### config.mk
export PLATFORM = sky130hd
export DESIGN_NAME = memory_match_ctrl
export DESIGN_NICKNAME = d
export VERILOG_FILES = /design/src/rtl/memory_match_ctrl.sv
export SDC_FILE = /design/constraint.sdc
export NUM_CORES = 1
export LEC_CHECK = 0
export BUFFER_PORTS_ARGS = -buffer_cell sky130_fd_sc_hd__clkbuf_2
export CORE_MARGIN = 2
export CORE_UTILIZATION = 57
export DETAILED_ROUTE_END_ITERATION = 16
export PLACE_DENSITY = 0.81
export SKIP_LAST_GASP = 1
export SYNTH_ARGS = -nofsm -noshare
export SYNTH_HDL_FRONTEND = slang
export SYNTH_SLANG_ARGS = --single-unit
### constraint.sdc
create_clock -name clk -period 3.8 [get_ports clk]
set_input_delay 0.19 -clock clk [delete_from_list [all_inputs] [get_ports clk]]
set_output_delay 0.19 -clock clk [all_outputs]
set_load 0.005 [all_outputs]
### src/rtl/memory_match_ctrl.sv
// memory_match_ctrl
//   Card-matching game controller. It latches a shuffled deck from the upstream
//   shuffler and accepts player slot selections. Two selected cards are compared
//   as a pair; ids 2k and 2k+1 belong to pair k. A mismatched pair stays face-up
//   for SHOW_CYCLES cycles before it is turned back down. The controller counts
//   tries and found pairs and raises game_over when every pair is matched.
// Ports
//   clk, reset      rising-edge clock, synchronous active-high reset
//   order_valid     strobe: card_order carries a new deck (slot i at [IDX_W*i +: IDX_W])
//   sel_valid/idx   player selection request and the selected slot
//   sel_ready       registered; high only while waiting for a first or second card
//   sel_reject      pulse: a selection was taken but was illegal
//   face_up/matched per-slot shown and permanently-matched flags
//   pair_valid      pulse: a comparison result is available on pair_match
//   pair_match      result of the last comparison (held until the next one)
//   tries           completed comparisons, saturating
//   pairs_found     matched pairs this game
//   deck_err        pulse: the loaded deck held an id >= N_CARDS
//   game_over       all pairs found
module memory_match_ctrl #(
    parameter int N_CARDS     = 20,
    parameter int IDX_W       = 5,
    parameter int TRY_W       = 8,
    parameter int SHOW_CYCLES = 50_000_000
) (
    input  logic                       clk,
    input  logic                       reset,
    input  logic                       order_valid,
    input  logic [N_CARDS*IDX_W-1:0]   card_order,
    input  logic                       sel_valid,
    input  logic [IDX_W-1:0]           sel_idx,
    output logic                       sel_ready,
    output logic                       sel_reject,
    output logic [N_CARDS-1:0]         face_up,
    output logic [N_CARDS-1:0]         matched,
    output logic                       pair_valid,
    output logic                       pair_match,
    output logic [TRY_W-1:0]           tries,
    output logic [IDX_W-1:0]           pairs_found,
    output logic                       deck_err,
    output logic                       game_over
);

    localparam int TMR_W = (SHOW_CYCLES > 1) ? $clog2(SHOW_CYCLES) : 1;
    localparam logic [TMR_W-1:0] SHOW_LOAD = TMR_W'(SHOW_CYCLES - 1);
    localparam logic [IDX_W-1:0] LAST_PAIR = IDX_W'(N_CARDS / 2 - 1);

    typedef enum logic [2:0] {
        IDLE        = 3'd0,
        WAIT_FIRST  = 3'd1,
        WAIT_SECOND = 3'd2,
        COMPARE     = 3'd3,
        SHOW        = 3'd4,
        DONE        = 3'd5
    } state_t;

    // True when every id in the deck addresses a real card.
    function automatic logic deck_ok(input logic [N_CARDS*IDX_W-1:0] d);
        logic ok;
        ok = 1'b1;
        for (int i = 0; i < N_CARDS; i++) begin
            ok = ok & (d[IDX_W*i +: IDX_W] < IDX_W'(N_CARDS));
        end
        return ok;
    endfunction

    // Card id stored in a slot; loop form keeps every select in range.
    function automatic logic [IDX_W-1:0] card_at(input logic [N_CARDS*IDX_W-1:0] d,
                                                 input logic [IDX_W-1:0] idx);
        logic [IDX_W-1:0] c;
        c = '0;
        for (int i = 0; i < N_CARDS; i++) begin
            c = (idx == IDX_W'(i)) ? d[IDX_W*i +: IDX_W] : c;
        end
        return c;
    endfunction

    // One-hot slot mask; an out-of-range index yields an empty mask.
    function automatic logic [N_CARDS-1:0] onehot(input logic [IDX_W-1:0] idx);
        logic [N_CARDS-1:0] oh;
        for (int i = 0; i < N_CARDS; i++) begin
            oh[i] = (idx == IDX_W'(i));
        end
        return oh;
    endfunction

    // Slot exists, is not shown and is not already matched.
    function automatic logic slot_free(input logic [IDX_W-1:0] idx,
                                       input logic [N_CARDS-1:0] fu,
                                       input logic [N_CARDS-1:0] mt);
        return |(onehot(idx) & ~fu & ~mt);
    endfunction

    state_t                     state_r, state_s;
    logic [N_CARDS*IDX_W-1:0]   deck_r;
    logic [IDX_W-1:0]           first_r, second_r;
    logic [TMR_W-1:0]           timer_r;
    logic                       sel_ready_r, sel_reject_r, pair_valid_r, pair_match_r;
    logic                       deck_err_r, game_over_r;
    logic [N_CARDS-1:0]         face_up_r, matched_r;
    logic [TRY_W-1:0]           tries_r;
    logic [IDX_W-1:0]           pairs_found_r;

    logic                       take_s, free_s, deck_good_s, match_s;
    logic [IDX_W-1:0]           first_id_s, second_id_s;

    assign take_s      = sel_valid & sel_ready_r;
    assign free_s      = slot_free(sel_idx, face_up_r, matched_r);
    assign deck_good_s = deck_ok(card_order);
    assign first_id_s  = card_at(deck_r, first_r);
    assign second_id_s = card_at(deck_r, second_r);
    assign match_s     = (first_id_s >> 1) == (second_id_s >> 1);

    // State register.
    always_ff @(posedge clk) begin
        if (reset) begin
            state_r <= IDLE;
        end else begin
            state_r <= state_s;
        end
    end

    // Next-state logic; a deck load overrides whatever the game is doing.
    always_comb begin
        state_s = state_r;
        if (order_valid) begin
            state_s = deck_good_s ? WAIT_FIRST : IDLE;
        end else begin
            case (state_r)
                IDLE:        state_s = IDLE;
                WAIT_FIRST:  state_s = (take_s && free_s) ? WAIT_SECOND : WAIT_FIRST;
                WAIT_SECOND: state_s = (take_s && free_s && (sel_idx != first_r)) ? COMPARE : WAIT_SECOND;
                COMPARE: begin
                    if (match_s) begin
                        state_s = (pairs_found_r == LAST_PAIR) ? DONE : WAIT_FIRST;
                    end else begin
                        state_s = SHOW;
                    end
                end
                SHOW:        state_s = (timer_r == '0) ? WAIT_FIRST : SHOW;
                DONE:        state_s = DONE;
                default:     state_s = IDLE;
            endcase
        end
    end

    // Game datapath and registered outputs.
    always_ff @(posedge clk) begin
        if (reset) begin
            deck_r        <= '0;
            first_r       <= '0;
            second_r      <= '0;
            timer_r       <= '0;
            sel_ready_r   <= 1'b0;
            sel_reject_r  <= 1'b0;
            pair_valid_r  <= 1'b0;
            pair_match_r  <= 1'b0;
            deck_err_r    <= 1'b0;
            game_over_r   <= 1'b0;
            face_up_r     <= '0;
            matched_r     <= '0;
            tries_r       <= '0;
            pairs_found_r <= '0;
        end else begin
            // sel_ready mirrors the state being entered so it is never stale.
            sel_ready_r  <= (state_s == WAIT_FIRST) || (state_s == WAIT_SECOND);
            sel_reject_r <= 1'b0;
            pair_valid_r <= 1'b0;
            deck_err_r   <= 1'b0;
            if (order_valid) begin
                deck_r        <= card_order;
                deck_err_r    <= ~deck_good_s;
                first_r       <= '0;
                second_r      <= '0;
                timer_r       <= '0;
                face_up_r     <= '0;
                matched_r     <= '0;
                tries_r       <= '0;
                pairs_found_r <= '0;
                game_over_r   <= 1'b0;
                pair_match_r  <= 1'b0;
            end else begin
                case (state_r)
                    WAIT_FIRST: begin
                        if (take_s && free_s) begin
                            face_up_r <= face_up_r | onehot(sel_idx);
                            first_r   <= sel_idx;
                        end else begin
                            sel_reject_r <= take_s;
                        end
                    end
                    WAIT_SECOND: begin
                        if (take_s && free_s && (sel_idx != first_r)) begin
                            face_up_r <= face_up_r | onehot(sel_idx);
                            second_r  <= sel_idx;
                        end else begin
                            sel_reject_r <= take_s;
                        end
                    end
                    COMPARE: begin
                        pair_valid_r <= 1'b1;
                        pair_match_r <= match_s;
                        if (tries_r != {TRY_W{1'b1}}) begin
                            tries_r <= tries_r + TRY_W'(1);
                        end else begin
                            tries_r <= tries_r;
                        end
                        if (match_s) begin
                            matched_r     <= matched_r | onehot(first_r) | onehot(second_r);
                            pairs_found_r <= pairs_found_r + IDX_W'(1);
                            game_over_r   <= (pairs_found_r == LAST_PAIR);
                        end else begin
                            timer_r <= SHOW_LOAD;
                        end
                    end
                    SHOW: begin
                        if (timer_r == '0) begin
                            face_up_r <= face_up_r & ~(onehot(first_r) | onehot(second_r));
                        end else begin
                            timer_r <= timer_r - TMR_W'(1);
                        end
                    end
                    default: begin
                        timer_r <= timer_r;
                    end
                endcase
            end
        end
    end

    assign sel_ready   = sel_ready_r;
    assign sel_reject  = sel_reject_r;
    assign face_up     = face_up_r;
    assign matched     = matched_r;
    assign pair_valid  = pair_valid_r;
    assign pair_match  = pair_match_r;
    assign tries       = tries_r;
    assign pairs_found = pairs_found_r;
    assign deck_err    = deck_err_r;
    assign game_over   = game_over_r;

endmodule

# Word level (Yosys, flattened, before mapping)
# Index checks and enable logic that the tools add are counted.
[op_classes] n_lt_le_gt_ge=20 eq_ne=73 bitwise=32 addsub=3 reduce_logical=18 n_mux=59
[ops] operator="5-bit two-way mux" n=40
[ops] operator="5-bit by 4-bit equality test with 1-bit output, second input constant" n=25
[ops] operator="5-bit less-than comparator, second input constant" n=20
[ops] operator="20-bit bitwise OR" n=4
[ops] operator="20-bit bitwise AND" n=3
[ops] operator="5-bit by 3-bit equality test with 1-bit output, second input constant" n=12
[ops] operator="5-bit equality test, second input constant" n=12
[ops] operator="20-bit two-way mux" n=3
[ops] operator="20-bit NOT" n=3
[ops] operator="20-bit case mux with 3 select lines" n=1
[ops] operator="26-bit two-way mux" n=2
[ops] operator="26-bit case mux with 2 select lines" n=1
[ops] operator="5-bit by 2-bit equality test with 1-bit output, second input constant" n=6
[ops] operator="26-bit logical NOT" n=1
[ops] operator="26-bit by 1-bit subtractor with 26-bit output, second input constant" n=1
[ops] operator="1-bit bitwise AND" n=20
[ops] operator="20-bit OR reduction" n=1
[ops] operator="5-bit by 1-bit equality test with 1-bit output, second input constant" n=3
[ops] operator="5-bit logical NOT" n=3
[ops] operator="3-bit case mux with 5 select lines" n=1
[ops] operator="3-bit two-way mux" n=4
[ops] operator="2-bit inequality test, second input constant" n=5
[ops] operator="3-bit by 2-bit equality test with 1-bit output, second input constant" n=3
[ops] operator="8-bit by 1-bit adder with 8-bit output, second input constant" n=1
[ops] operator="18 further kinds" n=30
[word_totals] out_inout_bits=59 ff_bits=198 word_cells=220 in_bits=109

# Logic depth before layout (Yosys ltp)
# Gate-level depths: netlist of run 1.
[logic_depth] depth_word=27 mapped_depth=14 ltp_nobuf=10

# Worst setup path after synthesis of run 1
# OpenSTA, ideal clock, no wires.
[synth_path] path_type="flip-flop to flip-flop" start="register second_r[2]" end="register timer_r[12]" n_path_buf=4 t_required_ns=3.668 path_slack_ns=1.029 period_less_slack_ns=2.771 stages_incl_launch_ff=14 t_arrival_ns=2.638 setup_time_ns=0.132 path_cell_list="dfxtp_1 > buf_2 > buf_2 > buf_1 > mux2i_1 > nor3_1 > a31oi_1 > nand4_1 > o32ai_1 > xnor2_1 > nand3_2 > o21ai_2 > buf_2 > a21oi_1"
[synth_via] elab_chain_cells=24 elab_cells_between_ends=43 cone_classes="eq/ne (21); mux (20); reduce/logical (2)"
[synth_lines] element="start: declaration" line="96" rtl="logic [IDX_W-1:0] first_r, second_r;"
[synth_lines] element="start signal: assignment" line="195" rtl="second_r <= sel_idx;"
[synth_lines] element="5-bit logical NOT" line="73" rtl="c = (idx == IDX_W'(i)) ? d[IDX_W*i +: IDX_W] : c;"
[synth_lines] element="5-bit two-way mux (19 in a row)" line="73"
[synth_lines] element="5-bit two-way mux (*)" line="73"
[synth_lines] element="4-bit equality test (*)" line="112" rtl="assign match_s = (first_id_s >> 1) == (second_id_s >> 1);"
[synth_lines] element="2-bit inequality test (no source line) (*)"
[synth_lines] element="3-bit AND reduction (no source line) (*)"
[synth_lines] element="end signal: assignment" line="220" rtl="timer_r <= timer_r - TMR_W'(1);"
[synth_lines] element="end signal: assignment" line="224" rtl="timer_r <= timer_r;"
[synth_lines] element="end: declaration" line="97" rtl="logic [TMR_W-1:0] timer_r;"
# Every way passes the cells marked *; elsewhere a longest branch is shown, timed or not.
# A chain may end at the register's enable or synchronous reset.

# Final worst setup path of run 1
[layout_path] start="register first_r[2]" end="register matched_r[16] (netlist: matched[16])"
[layout_via] elab_chain_cells=23 elab_cells_between_ends=44 cone_classes="eq/ne (20); mux (20); bitwise (2); reduce/logical (2)"
[layout_lines] element="start: declaration" line="96"
[layout_lines] element="start signal: assignment" line="187" rtl="first_r <= sel_idx;"
[layout_lines] element="5-bit logical NOT" line="73"
[layout_lines] element="5-bit two-way mux (20 in a row)" line="73"
[layout_lines] element="4-bit equality test" line="112"
[layout_lines] element="2-bit AND reduction (no source line)"
[layout_lines] element="end signal: assignment" line="209" rtl="matched_r <= matched_r | onehot(first_r) | onehot(second_r);"
[layout_lines] element="end: declaration" line="100" rtl="logic [N_CARDS-1:0] face_up_r, matched_r;"
# Parallel ways exist; a longest one is shown, timed or not.

==> flow_metrics.tcl, run 1 <==
set metrics [dict create \
    share_seq_of_total_power 0.471 \
    holdCritStartpoint "card_order[57]" \
    route.final.wire_length_mm 35.0 \
    drcViolationCount 0 \
    setup_ws_ps 301 \
    die_x_um 134 \
    power.switching_fraction 0.279 \
    portBuffers 147 \
    place_inst 1541 \
    fillerInstances 1322 \
    synth.avg_cell_area_sq_um 8.10 \
    hpwl_mm 26.1 \
    tritoncts "done" \
    cts-resized-gates 0 \
    ir_drop_mv 0.383 \
    grt_overflow 0 \
    layout.nets 1494 \
    clock_sinks 178 \
    synth_largest_type_area_fraction 0.368 \
    crit_buf_inv 3 \
    max_slew_violations 0 \
    detailedRoute.firstPassIterationCount 7 \
    first_pass_grt_wire_length_mm 53.5 \
    postSynthCellCount 1196 \
    pwr-share-clk 0.446 \
    antenna_left 0 \
    floorplan.die_area_sq_um 18000 \
    max_freq_mhz 286 \
    max_cap_viol_count 0 \
    critical_path.max_stage_delay_ps 520 \
    arrival_ps 3880 \
    yosys_most_used_dff "sky130_fd_sc_hd__dfxtp_1" \
    seqCellArea_sq_um 3560 \
    num_antenna_cells 0 \
    start_util 0.584 \
    via_count 10200 \
    slew_headroom 0.341 \
    synth_top_area_cells "sky130_fd_sc_hd__dfxtp_1, sky130_fd_sc_hd__mux2i_1, sky130_fd_sc_hd__nor2_1" \
    syn_area_sq_um 9680 \
    cts.path.max_buffers 2 \
    grt_max_degree 86 \
    synth-edff-count 0 \
    classification_of_the_worst_slack_hold_path "in2reg" \
    drive_gt1_frac 0.190 \
    power_share_of_the_combinational_group 0.083 \
    synth_seq_cells 178 \
    post_layout_nonfiller_instances 1614 \
    dp_worst_setup_slack_ps 386 \
    p_int_w 0.00303 \
    core_sq_um 16600 \
    leakagePower_nw 4.69 \
    detail_route.wl_per_cell_um 21.7 \
    cts_root_buf "sky130_fd_sc_hd__clkbuf_16" \
    source_to_sink_clock_delay_at_the_later_pin_of_the_worst_skew_pair_ps 450 \
    proportion_of_synthesized_flip_flops_having_asynchronous_set_or_reset 0 \
    cp.required_ps 4180 \
    clock_buffer_count_from_cts 17 \
    timing.final.setup_violations 0 \
    globalplace.congestion 1.04 \
    multi_input_gate_area_sq_um 5680 \
    synth.net_count 1309 \
    dr_vias_cell 6.32 \
    clkTransAtPathRegs_ps 80 \
    yosys.cell_count.top_type "sky130_fd_sc_hd__nor2_1" \
    final_core_util 0.714 \
    cp-end-kind "register" \
    rows 47 \
    timing.final.hold_violations 0 \
    timing.critical_path.max_delay_family "simple AND/OR/NAND/NOR gates" \
    final.setup.tns_ps 0 \
    min_period_over_period 0.921 \
    path_cells "buf_4, nor3b_1, buf_4, and3_1, a211o_1, o221ai_1, a211oi_1, xnor2_1, nand3_2, nor3_4, buf_4, a21oi_1, nor2_1" \
    cts.htree.levels 4 \
    crit_type "reg2reg" \
    synth_warnings 0 \
    cp_slowest_cell "sky130_fd_sc_hd__dfxtp_1" \
    p_switching_w 0.00117 \
    yosys.area.top_type "sky130_fd_sc_hd__dfxtp_1" \
    rsz0062_at_grt "false" \
    worstSetupStartpoint "first_r[2]" \
    dr.first_iter.drc_count 1030 \
    synth_sequential_area_ratio 0.368 \
    grtUsageTotal 0.385 \
    top_level_ports 168 \
    worstReg2RegStart "first_r[2]" \
    outcome "finished clean" \
    timing.critical_path.fanout_max 21 \
    critPathLaunchType "register" \
    netlist-cell-type-count 80 \
    finalWorstPathRequiredPeriod_ps 3500 \
    post_synth_most_frequent_cells "sky130_fd_sc_hd__nor2_1, sky130_fd_sc_hd__dfxtp_1, sky130_fd_sc_hd__mux2i_1" \
    chipHeight_um 134 \
    worstMarginPinSlew_ps 988 \
    most_frequent_cp_cell "sky130_fd_sc_hd__buf_4" \
    syn_to_final_growth_pct 22.3 \
    power-per-cell-area_nw_per_um2 355 \
    fin_skew_ps 12.0 \
    first_global_vias 9497 \
    grt_antenna_before_repair 0 \
]
[final cells by class]
cell class / count / share of cell area
inverter: 26 / 0.00824
sequential: 178 / 0.301
multi-input combinational: 914 / 0.480
timing repair buffer: 244 / 0.134
clock buffer: 17 / 0.0359
clock inverter: 15 / 0.0179
tap: 220 / 0.0233
[per-stage QoR]
step	power, W	hold slack, ps	cell area, sq um
final	0.00421	1.24	11800
after global routing	0.00432	11.5	11800
after CTS	0.00421	0.343	11800
after detailed placement	0.00233	433	10800
after global placement	0.00232	422	10800
after floorplan	0.00218	337	9680
[path summary, 6_finish.rpt]
path                            slack [ps]  depth (start not counted)           to
worst max-delay path                   300                         13  matched[16]
worst min-delay path                     1                          3   deck_r[57]
worst min register to register         500                          2   deck_r[73]
worst max register to register         300                         13  matched[16]
[per-layer routing]
| layer | global-route usage | share of wire | vias to the layer above |
|---|---|---|---|
| li1 | - | - | 4702 |
| met2 | 0.630 | 0.47 | 577 |
| met4 | 0.142 | 0.032 | 0 |
| met1 | 0.502 | 0.41 | 4822 |
| met3 | 0.0809 | 0.089 | 92 |
| met5 | 0 | 0 | - |
[sequential cells by signal, indices dropped and copies added, names as in the netlist]
register     count
deck_err         1
game_over        1
deck_r          80
pair_valid       1
tries            8
sel_ready        1
first_r          5
sel_reject       1
pairs_found      5
pair_match       1
matched         20
face_up         20
second_r         5
state_r          3
timer_r         26
[cell families (layout without fill, tap and decap cells)]
family / count (synthesis) / in the layout / synth area share
DFF: 178 / 178 / 0.368
and+or+nand+nor: 488 / 488 / 0.251
buffers and inverters: 104 / 302 / 0.0451
AOI/OAI and AO/OA: 278 / 278 / 0.183
xor gates and xnor gates: 39 / 39 / 0.0353
muxes: 105 / 105 / 0.113
adders and majority gates: 4 / 4 / 0.00517
[power groups by stage]
| stage | registers, W | logic [W] | clock network [W] |
|---|---|---|---|
| 6_report | 0.00198 | 0.000349 | 0.00187 |
| 4_1_cts | 0.00198 | 0.000341 | 0.00189 |
| 5_1_grt | 0.00198 | 0.000376 | 0.00196 |
| 3_3_place_gp | 0.00202 | 0.000301 | 0 |
| 3_5_place_dp | 0.00202 | 0.000307 | 0 |
| 2_1_floorplan | 0.00199 | 0.000196 | 0 |
[worst min-delay path: stages]
cell	delay [ps]
sky130_fd_sc_hd__clkbuf_2	90
sky130_fd_sc_hd__mux2i_1	60
sky130_fd_sc_hd__nor2_1	80
[cells in the final DEF, fill, tap and decap left out, types with 9 or more instances in the layout]
cell / synthesis / final
sky130_fd_sc_hd__nor2_1: 197 / 197
sky130_fd_sc_hd__dfxtp_1: 178 / 178
sky130_fd_sc_hd__clkbuf_2: 0 / 146
sky130_fd_sc_hd__mux2i_1: 99 / 99
sky130_fd_sc_hd__a21oi_1: 81 / 81
sky130_fd_sc_hd__nand2_1: 68 / 68
sky130_fd_sc_hd__o21ai_0: 59 / 59
sky130_fd_sc_hd__buf_4: 1 / 56
sky130_fd_sc_hd__nand3_1: 41 / 41
sky130_fd_sc_hd__dlygate4sd3_1: 0 / 41
sky130_fd_sc_hd__nor3_1: 28 / 28
sky130_fd_sc_hd__inv_1: 26 / 26
sky130_fd_sc_hd__xnor2_1: 26 / 26
sky130_fd_sc_hd__nor2b_1: 23 / 23
sky130_fd_sc_hd__nand2b_1: 21 / 21
sky130_fd_sc_hd__a211oi_1: 18 / 18
sky130_fd_sc_hd__clkbuf_16: 0 / 17
sky130_fd_sc_hd__nor4_1: 16 / 16
sky130_fd_sc_hd__a31oi_1: 16 / 16
sky130_fd_sc_hd__nand4_1: 16 / 16
sky130_fd_sc_hd__xor2_1: 13 / 13
sky130_fd_sc_hd__o22ai_1: 12 / 12
sky130_fd_sc_hd__or3_1: 12 / 12
sky130_fd_sc_hd__nor3b_1: 11 / 11
sky130_fd_sc_hd__a22oi_1: 9 / 9
[timing repair]
item	CTS	global route
hold buffers	41	0
buffers inserted	0	0
hold endpoints to repair	41	0
No activity file was read; power rests on OpenSTA's default activity.
==> run 2: changes to the inputs <==
--- a/config.mk
+++ b/config.mk
@@ -7,9 +7,10 @@
 export LEC_CHECK = 0
 export BUFFER_PORTS_ARGS = -buffer_cell sky130_fd_sc_hd__clkbuf_2
 export CORE_MARGIN = 2
-export CORE_UTILIZATION = 57
+export CORE_UTILIZATION = 59
+export CTS_BUF_LIST = sky130_fd_sc_hd__clkbuf_8
 export DETAILED_ROUTE_END_ITERATION = 16
-export PLACE_DENSITY = 0.81
+export PLACE_DENSITY_LB_ADDON = 0.2
 export SKIP_LAST_GASP = 1
 export SYNTH_ARGS = -nofsm -noshare
 export SYNTH_HDL_FRONTEND = slang
==> run 2 against run 1 <==
Critical path depth is 2 lower. Sequential power hardly changed. Total power down 9.4%. Clock-buffer cell count up 2. Flip-flop and latch count is the same. Register-to-register slack worse by 50 ps. Setup slack worse by 51 ps. Fmax decreased by 1.4%. Combinational power rose by 12%. Clock power is 23% lower. Via count rose by 2.9%.
==> flow_metrics.tcl, run 2 (synthesis gave the netlist of run 1 again) <==
set metrics [dict create \
    outcome "finished clean" \
    source_to_sink_clock_delay_at_the_later_pin_of_the_worst_skew_pair_ps 490 \
    floorplan.die_area_sq_um 17500 \
    clock_buffer_count_from_cts 17 \
    regMostFlops "deck_r" \
    cts_root_buf "sky130_fd_sc_hd__clkbuf_8" \
    rsz0062_at_grt "false" \
    cp.required_ps 4170 \
    share_seq_of_total_power 0.520 \
    rows 46 \
    final.setup.tns_ps 0 \
    clkTransAtPathRegs_ps 100 \
    finalHoldWorstSlack_ps 14.9 \
    mostFrequentLayoutCell "sky130_fd_sc_hd__nor2_1" \
    top_level_ports 168 \
    dr.first_iter.drc_count 1164 \
    first_pass_grt_wire_length_mm 54.8 \
    dr_vias_cell 6.38 \
    detail_route.wl_per_cell_um 21.8 \
    final_area_sq_um 12000 \
    p_int_w 0.00279 \
    drive_gt1_frac 0.182 \
    max_freq_mhz 282 \
    timing.final.hold_violations 0 \
    finalWorstPathRequiredPeriod_ps 3550 \
    start_util 0.607 \
    power-per-cell-area_nw_per_um2 318 \
    fin_skew_ps 14.4 \
    grt_antenna_before_repair 0 \
    slew_headroom 0.388 \
    antenna_left 0 \
    p_switching_w 0.00102 \
    drcViolationCount 0 \
    route.final.wire_length_mm 35.7 \
    clock_sinks 178 \
    largest_register_ffs 80 \
    timing.final.setup_violations 0 \
    ir_drop_mv 0.331 \
    leakagePower_nw 4.75 \
    min_period_over_period 0.934 \
    reg_top3 "deck_r: 80 flops, timer_r: 26 flops" \
    core_sq_um 15900 \
    globalplace.congestion 1.07 \
    cts.path.max_buffers 2 \
    detailedRoute.firstPassIterationCount 6 \
    place_area_sq_um 10800 \
    via_count 10500 \
    cts.htree.levels 4 \
    power.switching_fraction 0.267 \
    critPathLaunchType "register" \
    arrival_ps 3920 \
    die_x_um 132 \
    cp-end-kind "register" \
    layout.nets 1528 \
    power.total_w 0.00381 \
    grt_max_degree 79 \
    num_antenna_cells 0 \
    grt_overflow 0 \
    timing.critical_path.fanout_max 19 \
    hpwl_mm 25.6 \
    chipHeight_um 132 \
    classification_of_the_worst_slack_hold_path "in2reg" \
    power_share_of_the_combinational_group 0.102 \
    max_cap_viol_count 0 \
    fillerInstances 1173 \
    crit_type "reg2reg" \
    tritoncts "done" \
    worstMarginPinSlew_ps 917 \
    syn_to_final_growth_pct 23.8 \
    portBuffers 147 \
    first_global_vias 9951 \
    layout_common_cells "sky130_fd_sc_hd__nor2_1, sky130_fd_sc_hd__dfxtp_1, sky130_fd_sc_hd__clkbuf_2" \
    grtUsageTotal 0.402 \
    max_slew_violations 0 \
    pwr-share-clk 0.377 \
]
## run 2: cell types whose count changed in the layout (fill, tap and decap cells not counted), sizes merged
cell         previous run  this run
buf                    57        54
bufinv                  1         3
clkbuf                163       165
clkinv                  7         2
dlygate4sd3            41        78
## run 2: cell type report
cell class,instances,area [sq um],share of cell area
repair buffers,278,1940,0.162
clock buffers,19,262,0.0218
inverters,26,97.6,0.00814
multi-input cells,914,5680,0.474
well taps,216,270,0.0225
flip-flops and latches,178,3560,0.297
clock inverters,12,170,0.0142
## run 2: stage by stage
stage	cells	util	setup WS, ps
4_1_cts	1643	0.752	340
3_3_place_gp	1534	0.676	382
5_1_grt	1643	0.752	14.6
3_5_place_dp	1534	0.676	394
6_report	1643	0.752	250
2_1_floorplan	1196	-	1030
## run 2: path summary, 6_finish.rpt
kind | start | to | slack, ps | depth (start not counted)
max | first_r[1] | matched[12] | 250 | 11
min | card_order[64] | deck_r[64] | 10 | 3
max reg2reg | first_r[1] | matched[12] | 250 | 11
min reg2reg | deck_r[73] | deck_r[73] | 510 | 2
## run 2: what timing repair did
action | in CTS | in global routing
buffers inserted | 0 | 0
hold buffers | 78 | 0
endpoints found under the hold margin | 78 | 0
gates resized for setup | 0 | 0
## run 2: worst max-delay path: stages (launching register included)
cell                       delay (ps)
sky130_fd_sc_hd__dfxtp_1          730
sky130_fd_sc_hd__nand2b_1         350
sky130_fd_sc_hd__or4_1            570
sky130_fd_sc_hd__nand3_1          140
sky130_fd_sc_hd__nor2_1            60
sky130_fd_sc_hd__a221oi_1         480
sky130_fd_sc_hd__o211ai_1         190
sky130_fd_sc_hd__a21oi_2          350
sky130_fd_sc_hd__nor3_4            90
sky130_fd_sc_hd__buf_4            230
sky130_fd_sc_hd__a21oi_1          180
sky130_fd_sc_hd__nor2_1            60
## run 2: metal layers
| metal | global-route usage | vias to the layer above | wire [um] |
|---|---|---|---|
| met5 | 0 | - | 0 |
| met1 | 0.507 | 4911 | 14000 |
| met2 | 0.657 | 677 | 16600 |
| met3 | 0.0807 | 135 | 3400 |
| met4 | 0.199 | 0 | 1770 |
| li1 | - | 4763 | - |
## run 2: power by group through the flow
stage	Sequential, W	Clock (W)	Combinational [W]
2_1_floorplan	0.00199	0	0.000196
3_3_place_gp	0.00202	0	0.000297
3_5_place_dp	0.00202	0	0.000305
4_1_cts	0.00198	0.00144	0.000369
5_1_grt	0.00198	0.00152	0.000413
6_report	0.00198	0.00144	0.000390
